==> src/rtl/ssd_scan_controller.sv <==
// Multiplexed seven-segment scan controller for N common-anode digits.
// It includes a scan prescaler, a dead time at the start of each slot, and PWM brightness.
// Display data is double-buffered and swapped only at frame boundaries.
module ssd_scan_controller #(
  parameter int N         = 4,
  parameter int SCAN_DIV  = 1024,
  parameter int BLANK_CYC = 16,
  parameter int BRIGHT_W  = 4
) (
  input  logic                clk,
  input  logic                reset,
  input  logic [4*N-1:0]      numbers,
  input  logic [N-1:0]        dp,
  input  logic [N-1:0]        blank,
  input  logic                lz_suppress,
  input  logic [BRIGHT_W-1:0] brightness,
  input  logic                update,
  output logic [N-1:0]        displays,
  output logic [6:0]          segments,
  output logic                dp_out,
  output logic                frame_done
);

  localparam int TW = $clog2(SCAN_DIV);
  localparam int DW = $clog2(N);

  logic [TW-1:0]  tick_q, tick_d;
  logic [DW-1:0]  digit_q, digit_d;
  logic           pending_q, pending_d;
  logic [4*N-1:0] sh_num_q, sh_num_d;
  logic [N-1:0]   sh_dp_q, sh_dp_d;
  logic [N-1:0]   sh_blank_q, sh_blank_d;
  logic [N-1:0]   disp_q, disp_d;
  logic [6:0]     seg_q, seg_d;
  logic           dpo_q, dpo_d;
  logic           fdone_q, fdone_d;

  logic           tick_last;
  logic           frame_wrap;
  logic [N:0]     zero_run;
  logic [N-1:0]   lead_zero;
  logic [BRIGHT_W-1:0] tick_lo;
  logic [3:0]     cur_nib;
  logic           lit;

  function automatic logic [6:0] seg_decode(input logic [3:0] v);
    logic [6:0] s;
    case (v)
      4'h0: s = 7'h01;
      4'h1: s = 7'h4F;
      4'h2: s = 7'h12;
      4'h3: s = 7'h06;
      4'h4: s = 7'h4C;
      4'h5: s = 7'h24;
      4'h6: s = 7'h20;
      4'h7: s = 7'h0F;
      4'h8: s = 7'h00;
      4'h9: s = 7'h04;
      4'hA: s = 7'h08;
      4'hB: s = 7'h60;
      4'hC: s = 7'h31;
      4'hD: s = 7'h42;
      4'hE: s = 7'h30;
      default: s = 7'h38;
    endcase
    return s;
  endfunction

  // Leading-zero detection: a digit is a leading zero when it and every more
  // significant digit have a zero nibble and no decimal point.
  always_comb begin
    zero_run    = '0;
    zero_run[N] = 1'b1;
    for (int unsigned k = 0; k < N; k++) begin
      zero_run[N-1-k] = zero_run[N-k] & (sh_num_q[4*(N-1-k) +: 4] == 4'h0)
                        & ~sh_dp_q[N-1-k];
    end
    lead_zero    = zero_run[N-1:0];
    lead_zero[0] = 1'b0;
  end

  // Scan counters, the pending/shadow handshake, and the next registered output values.
  always_comb begin
    tick_last  = (tick_q == TW'(SCAN_DIV - 1));
    frame_wrap = tick_last && (digit_q == DW'(N - 1));

    tick_d  = tick_last ? '0 : tick_q + TW'(1);
    digit_d = digit_q;
    if (tick_last) digit_d = (digit_q == DW'(N - 1)) ? '0 : digit_q + DW'(1);

    pending_d  = pending_q | update;
    sh_num_d   = sh_num_q;
    sh_dp_d    = sh_dp_q;
    sh_blank_d = sh_blank_q;
    // An update that arrives in the wrap cycle itself is folded into this load.
    if (frame_wrap && (pending_q || update)) begin
      sh_num_d   = numbers;
      sh_dp_d    = dp;
      sh_blank_d = blank;
      pending_d  = 1'b0;
    end

    tick_lo = BRIGHT_W'(tick_q);
    cur_nib = sh_num_q[{digit_q, 2'b00} +: 4];
    lit     = (tick_q >= TW'(BLANK_CYC)) && (tick_lo <= brightness)
              && !sh_blank_q[digit_q] && !(lz_suppress && lead_zero[digit_q]);

    disp_d  = lit ? ~(N'(1) << digit_q) : '1;
    seg_d   = lit ? seg_decode(cur_nib) : '1;
    dpo_d   = lit ? ~sh_dp_q[digit_q] : 1'b1;
    fdone_d = frame_wrap;
  end

  // State and output registers; reset forces the display dark immediately.
  always_ff @(posedge clk or negedge reset) begin
    if (!reset) begin
      tick_q     <= '0;
      digit_q    <= '0;
      pending_q  <= 1'b0;
      sh_num_q   <= '0;
      sh_dp_q    <= '0;
      sh_blank_q <= '1;
      disp_q     <= '1;
      seg_q      <= '1;
      dpo_q      <= 1'b1;
      fdone_q    <= 1'b0;
    end else begin
      tick_q     <= tick_d;
      digit_q    <= digit_d;
      pending_q  <= pending_d;
      sh_num_q   <= sh_num_d;
      sh_dp_q    <= sh_dp_d;
      sh_blank_q <= sh_blank_d;
      disp_q     <= disp_d;
      seg_q      <= seg_d;
      dpo_q      <= dpo_d;
      fdone_q    <= fdone_d;
    end
  end

  assign displays   = disp_q;
  assign segments   = seg_q;
  assign dp_out     = dpo_q;
  assign frame_done = fdone_q;

endmodule

==> config.mk <==
export PLATFORM = sky130hd
export DESIGN_NAME = ssd_scan_controller
export DESIGN_NICKNAME = d
export VERILOG_FILES = /design/src/rtl/ssd_scan_controller.sv
export SDC_FILE = /design/constraint.sdc
export NUM_CORES = 1
export LEC_CHECK = 0
export CAP_MARGIN = 10
export CELL_PAD_IN_SITES_DETAIL_PLACEMENT = 1
export CELL_PAD_IN_SITES_GLOBAL_PLACEMENT = 1
export CORE_ASPECT_RATIO = 0.7
export CORE_MARGIN = 8
export CORE_UTILIZATION = 25
export DETAILED_ROUTE_END_ITERATION = 8
export GPL_TIMING_DRIVEN = 0
export PLACE_DENSITY_LB_ADDON = 0.1
export RECOVER_POWER = 50
export SYNTH_ARGS = -nofsm -noshare
export SYNTH_HDL_FRONTEND = slang
export SYNTH_SLANG_ARGS = --single-unit
==> constraint.sdc <==
create_clock -name clk -period 5.25 [get_ports clk]
set_input_delay 1.3125 -clock clk [delete_from_list [all_inputs] [get_ports clk]]
set_output_delay 1.3125 -clock clk [all_outputs]
set_load 0.05 [all_outputs]
# Word-level counts from Yosys, hierarchy flattened
# Memories as Yosys holds them, arrays and structs flattened.
# Index checks and enable logic that the tools add are counted.
totals:
  n_memories: 1
  regBits: 50
  mem_bits_ro: 112
  input_bits: 32
  out_inout_bits: 13
op_classes:
  n_reduce_logical: 12
  mux: 12
  magnitude_cmp: 3
  n_bitwise: 11
  n_shift: 2
  n_eq_ne: 2
  addsub: 2
mem_list:
  columns: ["name", "depth", "width", "read_ports", "rd_ports_with_merged_regs", "wr", "line_no", "rtl"]
  rows:
  - ["(no name shown)", 16, 7, 1, 0, 0, "48", "case (v)"]
op_table:
  columns: ["op", "n"]
  rows:
  - ["$shiftx 16x5->4", 1]
  - ["$logic_not 4->1", 3]
  - ["$add 10x1->10 const B", 1]
  - ["$eq 10x10->1 const B", 1]
  - ["$ge 10x5->1 const B", 1]
  - ["$mux 10", 1]
  - ["$mux 7", 1]
  - ["$bmux 1 s2", 3]
  - ["$logic_and 1x1->1", 6]
  - ["$and 1x1->1", 5]
  - ["$mux 1", 5]
  - ["$le 4x4->1", 1]
  - ["$mux 4", 1]
  - ["$not 1->1", 4]
  - ["$not 4->4", 1]
  - ["$shl 1x2->4 const A", 1]
  - ["$lt 2x3->1 const B", 1]
  - ["$add 2x1->2 const B", 1]
  - ["$eq 2x2->1 const B", 1]
  - ["$logic_not 1->1", 2]
  - ["$mux 2", 1]
  - ["$logic_or 1x1->1", 1]
  - ["$or 1x1->1", 1]

# Depth between registers and ports, before layout
depth:
  depth_word: 12
  depth_mapped: 8
  ltp_nobuf: 7

# Worst setup path after synthesis
# OpenSTA, ideal clock, no wires.
synth_path:
  kind: "input to register"
  startpoint: "in lz_suppress"
  endpoint: "reg seg_q[1] (netlist: segments[1])"
  cell_stages: 5
  arrival_time_ns: 2.440
  setup_ns: 0.081
  path_buffers: 1
  required_time_ns: 5.169
  slack_ns: 2.728
  path_cell_list: "or4b_2 > nor3_1 > o21ai_0 > clkbuf_1 > o211ai_1"
synth_between:
  elab_chain_len: 4
synth_lines:
  columns: ["item", "line_no", "rtl"]
  rows:
  - ["start: declaration", "15", "input logic lz_suppress,"]
  - ["$logic_and 1x1->1", "106", "&& !sh_blank_q[digit_q] && !(lz_suppress && lead_zero[digit_q]);"]
  - ["$logic_not 1->1", "106", null]
  - ["$logic_and 1x1->1", "106", null]
  - ["$mux 7", "109", "seg_d = lit ? seg_decode(cur_nib) : '1;"]
  - ["named net seg_d[1]", "34", "logic [6:0] seg_q, seg_d;"]
  - ["end signal: assignment", "135", "seg_q <= seg_d;"]
  - ["end: declaration", "34", null]
# The timed path passes the listed nets, and every way through them passes these cells.
# A chain may end at the register's enable or synchronous reset.

==> metrics.csv <==
metric,value,unit
status,"finished, violations left",
failing checks,"max-capacitance violations, max-slew violations",
Clk pwr share,42.8,%
Initial Util,25.9,%
Clock Skew,5.38,ps
vias in the first global route,1866,
yosys warns,0,
first-pass GRT wire length,10.1,mm
DR vias,1668,
# diodes,0,
Max-Cap Viols,1,
fillcell total,1051,
VDD IR-drop max,0.117,mV
Sink Count,50,
synth top area cells,"dfrtp_1 33%, dfstp_2 17%, mux2_2 11%",
RePlAce Congestion,0.705,
P_int,0.000602,W
area of the core,9800,um2
initial antenna violation count,0,
Comb pwr share,6.0,%
Yosys top cell by area,dfrtp_1,
grt ovf,0,
Die Width,137,um
Die Y,100,um
# hold bufs at CTS,0,
RSZ-0062 raised after global routing,false,
synthesized area,2540,um2
ratio of cells with drive above 1 in the final layout,23.9,%
setup violators final,0,
hold path startpoint,sh_num_q[3]$_DFFE_PN0P_,
DR iter-0 viols,50,
worst slew pin tran,1600,ps
min-delay worst type,reg2reg,
area grow syn2layout,28.7,%
final net count,306,
post-synthesis register bit count,50,
Critical Path Start,reset,
RR Startpoint,tick_q[1]$_DFF_PN0_,
post-CTS resize count,0,
setup TNS,0,ps
Die Area,13700,um2
H-tree Lvls,2,
CTS tree,done,
worst path bufs/invs,2,
Detail Placement HPWL,4.71,mm
final worst-path cycle share,63.5,%
relative slew slack,-6.42,%
"commonest non-fill, non-tap cell in the layout",clkdlybuf4s50_1,
Total GRT Usage,9.43,%
"Slowest-stage cell, CP",clkbuf_1,
pin count of the biggest net entering global routing,30,
post-CTS setup repair buffer count,0,
Post-Route WL,6.18,mm
Placed Instances,379,
"Seq/Total Area, Yosys",50.0,%
Reg power frac,51.2,%
most frequent cells in the layout,"43 x clkdlybuf4s50_1, 34 x dfrtp_1, 24 x mux2_2, 16 x ha_1, 16 x dfstp_2",
Max stage delay on crit path,1230,ps
post-DR vias/cell,4.31,
detailed-route DRC error count,0,
Hold WS,511,ps
"Cell Chain, Critical Path",clkbuf_1 -> clkbuf_1,
Pleak,1.42,nW
clock buffer depth,2,
# rows,30,
syn nets,254,
Final Cell Area,3270,um2
crit end category,async pin,
Layout Utilization,33.4,%
Sw Pwr,0.000157,W
post-synthesis cell count,206,
Synth top area share,33.5,%
Top-Level Pins,45,
CP Class,in2async,
CTS Buf Count,5,
CP required,5360,ps
final hold viol count,0,
crit-path max FO,29,
Placement Cell Area,3160,um2
Worst-path clk slew,60,ps
per-cell routed wire length,16.0,um
Fmax,300,MHz
max-slew violations,30,
fin crit period,3330,ps
Most common cell on crit path,clkbuf_1,
Skew-Pair Late Insertion Delay,290,ps
clock root buffer,clkbuf_16,
1st-pass router iterations,4,
Post-DRT Antenna Nets,0,
syn_area_per_cell,12.3,um2
Critical Path AT,3440,ps
kind of cell adding the most delay to the critical path,buffers and inverters,
final std cells w/o fill,387,
port bufs,44,
Synth cell types,42,
sw frac,20.7,%
Pwr Density,232,nW/um2
Setup crit start kind,input port,
==> final timing paths <==
kind                       depth (start not counted)                       to  slack (ps)
max                                                2   sh_dp_q[3]$_DFFE_PN0P_        1920
min                                                1  sh_num_q[3]$_DFFE_PN0P_         510
max reg2reg                                        6  sh_num_q[7]$_DFFE_PN0P_        2140
min reg2reg                                        1  sh_num_q[3]$_DFFE_PN0P_         510
max in group clk                                   6    displays[2]$_DFF_PN1_        2110
min in group asynchronous                          1      pending_q$_DFF_PN0_        1270
==> stage by stage <==
step / setup slack, ps / power, W
2_1_floorplan: 2730 / 0.000406
6_report: 1920 / 0.000759
3_5_place_dp: 1850 / 0.000444
3_3_place_gp: 1150 / 0.000442
5_1_grt: 1300 / 0.000796
4_1_cts: 2140 / 0.000780
==> registers in the layout, indices dropped and copies added, names as in the netlist <==
register,cells
digit_q,2
displays,4
dp_out,1
frame_done,1
pending_q,1
segments,7
sh_blank_q,4
sh_dp_q,4
sh_num_q,16
tick_q,10
==> worst reg2reg max path, delay by kind of cell (launching register included) <==
family / cells / cell delay, ps
adder cells (fa/ha/maj): 1 / 210
multiplexers: 1 / 350
buffers and inverters: 1 / 210
flip-flops: 1 / 420
AND/OR/NAND/NOR: 3 / 1810
==> metal layers <==
layer / up-vias / wire (um) / global-route usage (%)
met5: - / 0 / 0
met4: 0 / 18 / 1.51
met3: 2 / 395 / 3.64
met2: 35 / 2250 / 11.9
met1: 797 / 3510 / 14.5
li1: 834 / - / -
==> area by class of cell <==
class                      instances  area (um2)  share of cell area (%)
timing repair buffer              45         438                    13.4
tap                              128         160                    4.90
buffer                             7        43.8                    1.34
inverter                          15        56.3                    1.72
sequential                        50        1270                    38.9
clock buffer                       7         143                    4.36
clock inverter                     1        5.00                   0.153
multi-input combinational        134        1150                    35.3
==> synthesized netlist by cell type <==
master,number
inv_1,15
and3_1,1
a21o_1,2
clkbuf_1,3
or3_1,1
a211oi_1,1
buf_6,2
xnor2_1,4
nor2_1,12
mux4_2,6
nand4b_1,1
nand2_1,9
nor3_4,1
nand3_1,14
o41ai_1,1
ha_1,16
a2bb2oi_1,1
nor3_1,2
a2111oi_0,1
nand3b_1,1
nor2b_1,2
o2bb2ai_1,1
xor2_1,3
or3b_2,1
mux2i_1,4
a21oi_1,2
o21ai_0,4
or4_1,1
mux2_2,24
dfrtp_1,34
o2111ai_1,2
nand4_1,4
buf_2,2
dfstp_2,16
o211ai_1,2
or2_2,1
a21oi_2,1
or4b_2,1
nor3b_4,1
nand2b_1,2
nand3_2,1
nor4_1,3
==> power groups by stage <==
stage	registers [W]	logic, W	clock network, W
finish	0.000389	0.0000456	0.000325
detailed placement	0.000395	0.0000484	0
global route	0.000388	0.0000499	0.000358
global placement	0.000395	0.0000470	0
CTS	0.000388	0.0000487	0.000343
floorplan	0.000401	0.00000521	0
==> cell families after synthesis <==
group,share of synthesized area (%)
mux,17.5
xor+xnor,2.41
simple gates,13.1
fa+ha+maj,7.88
buf+inv,3.94
compound gates,5.07
flops,50.0
(Power assumes the default switching activity.)
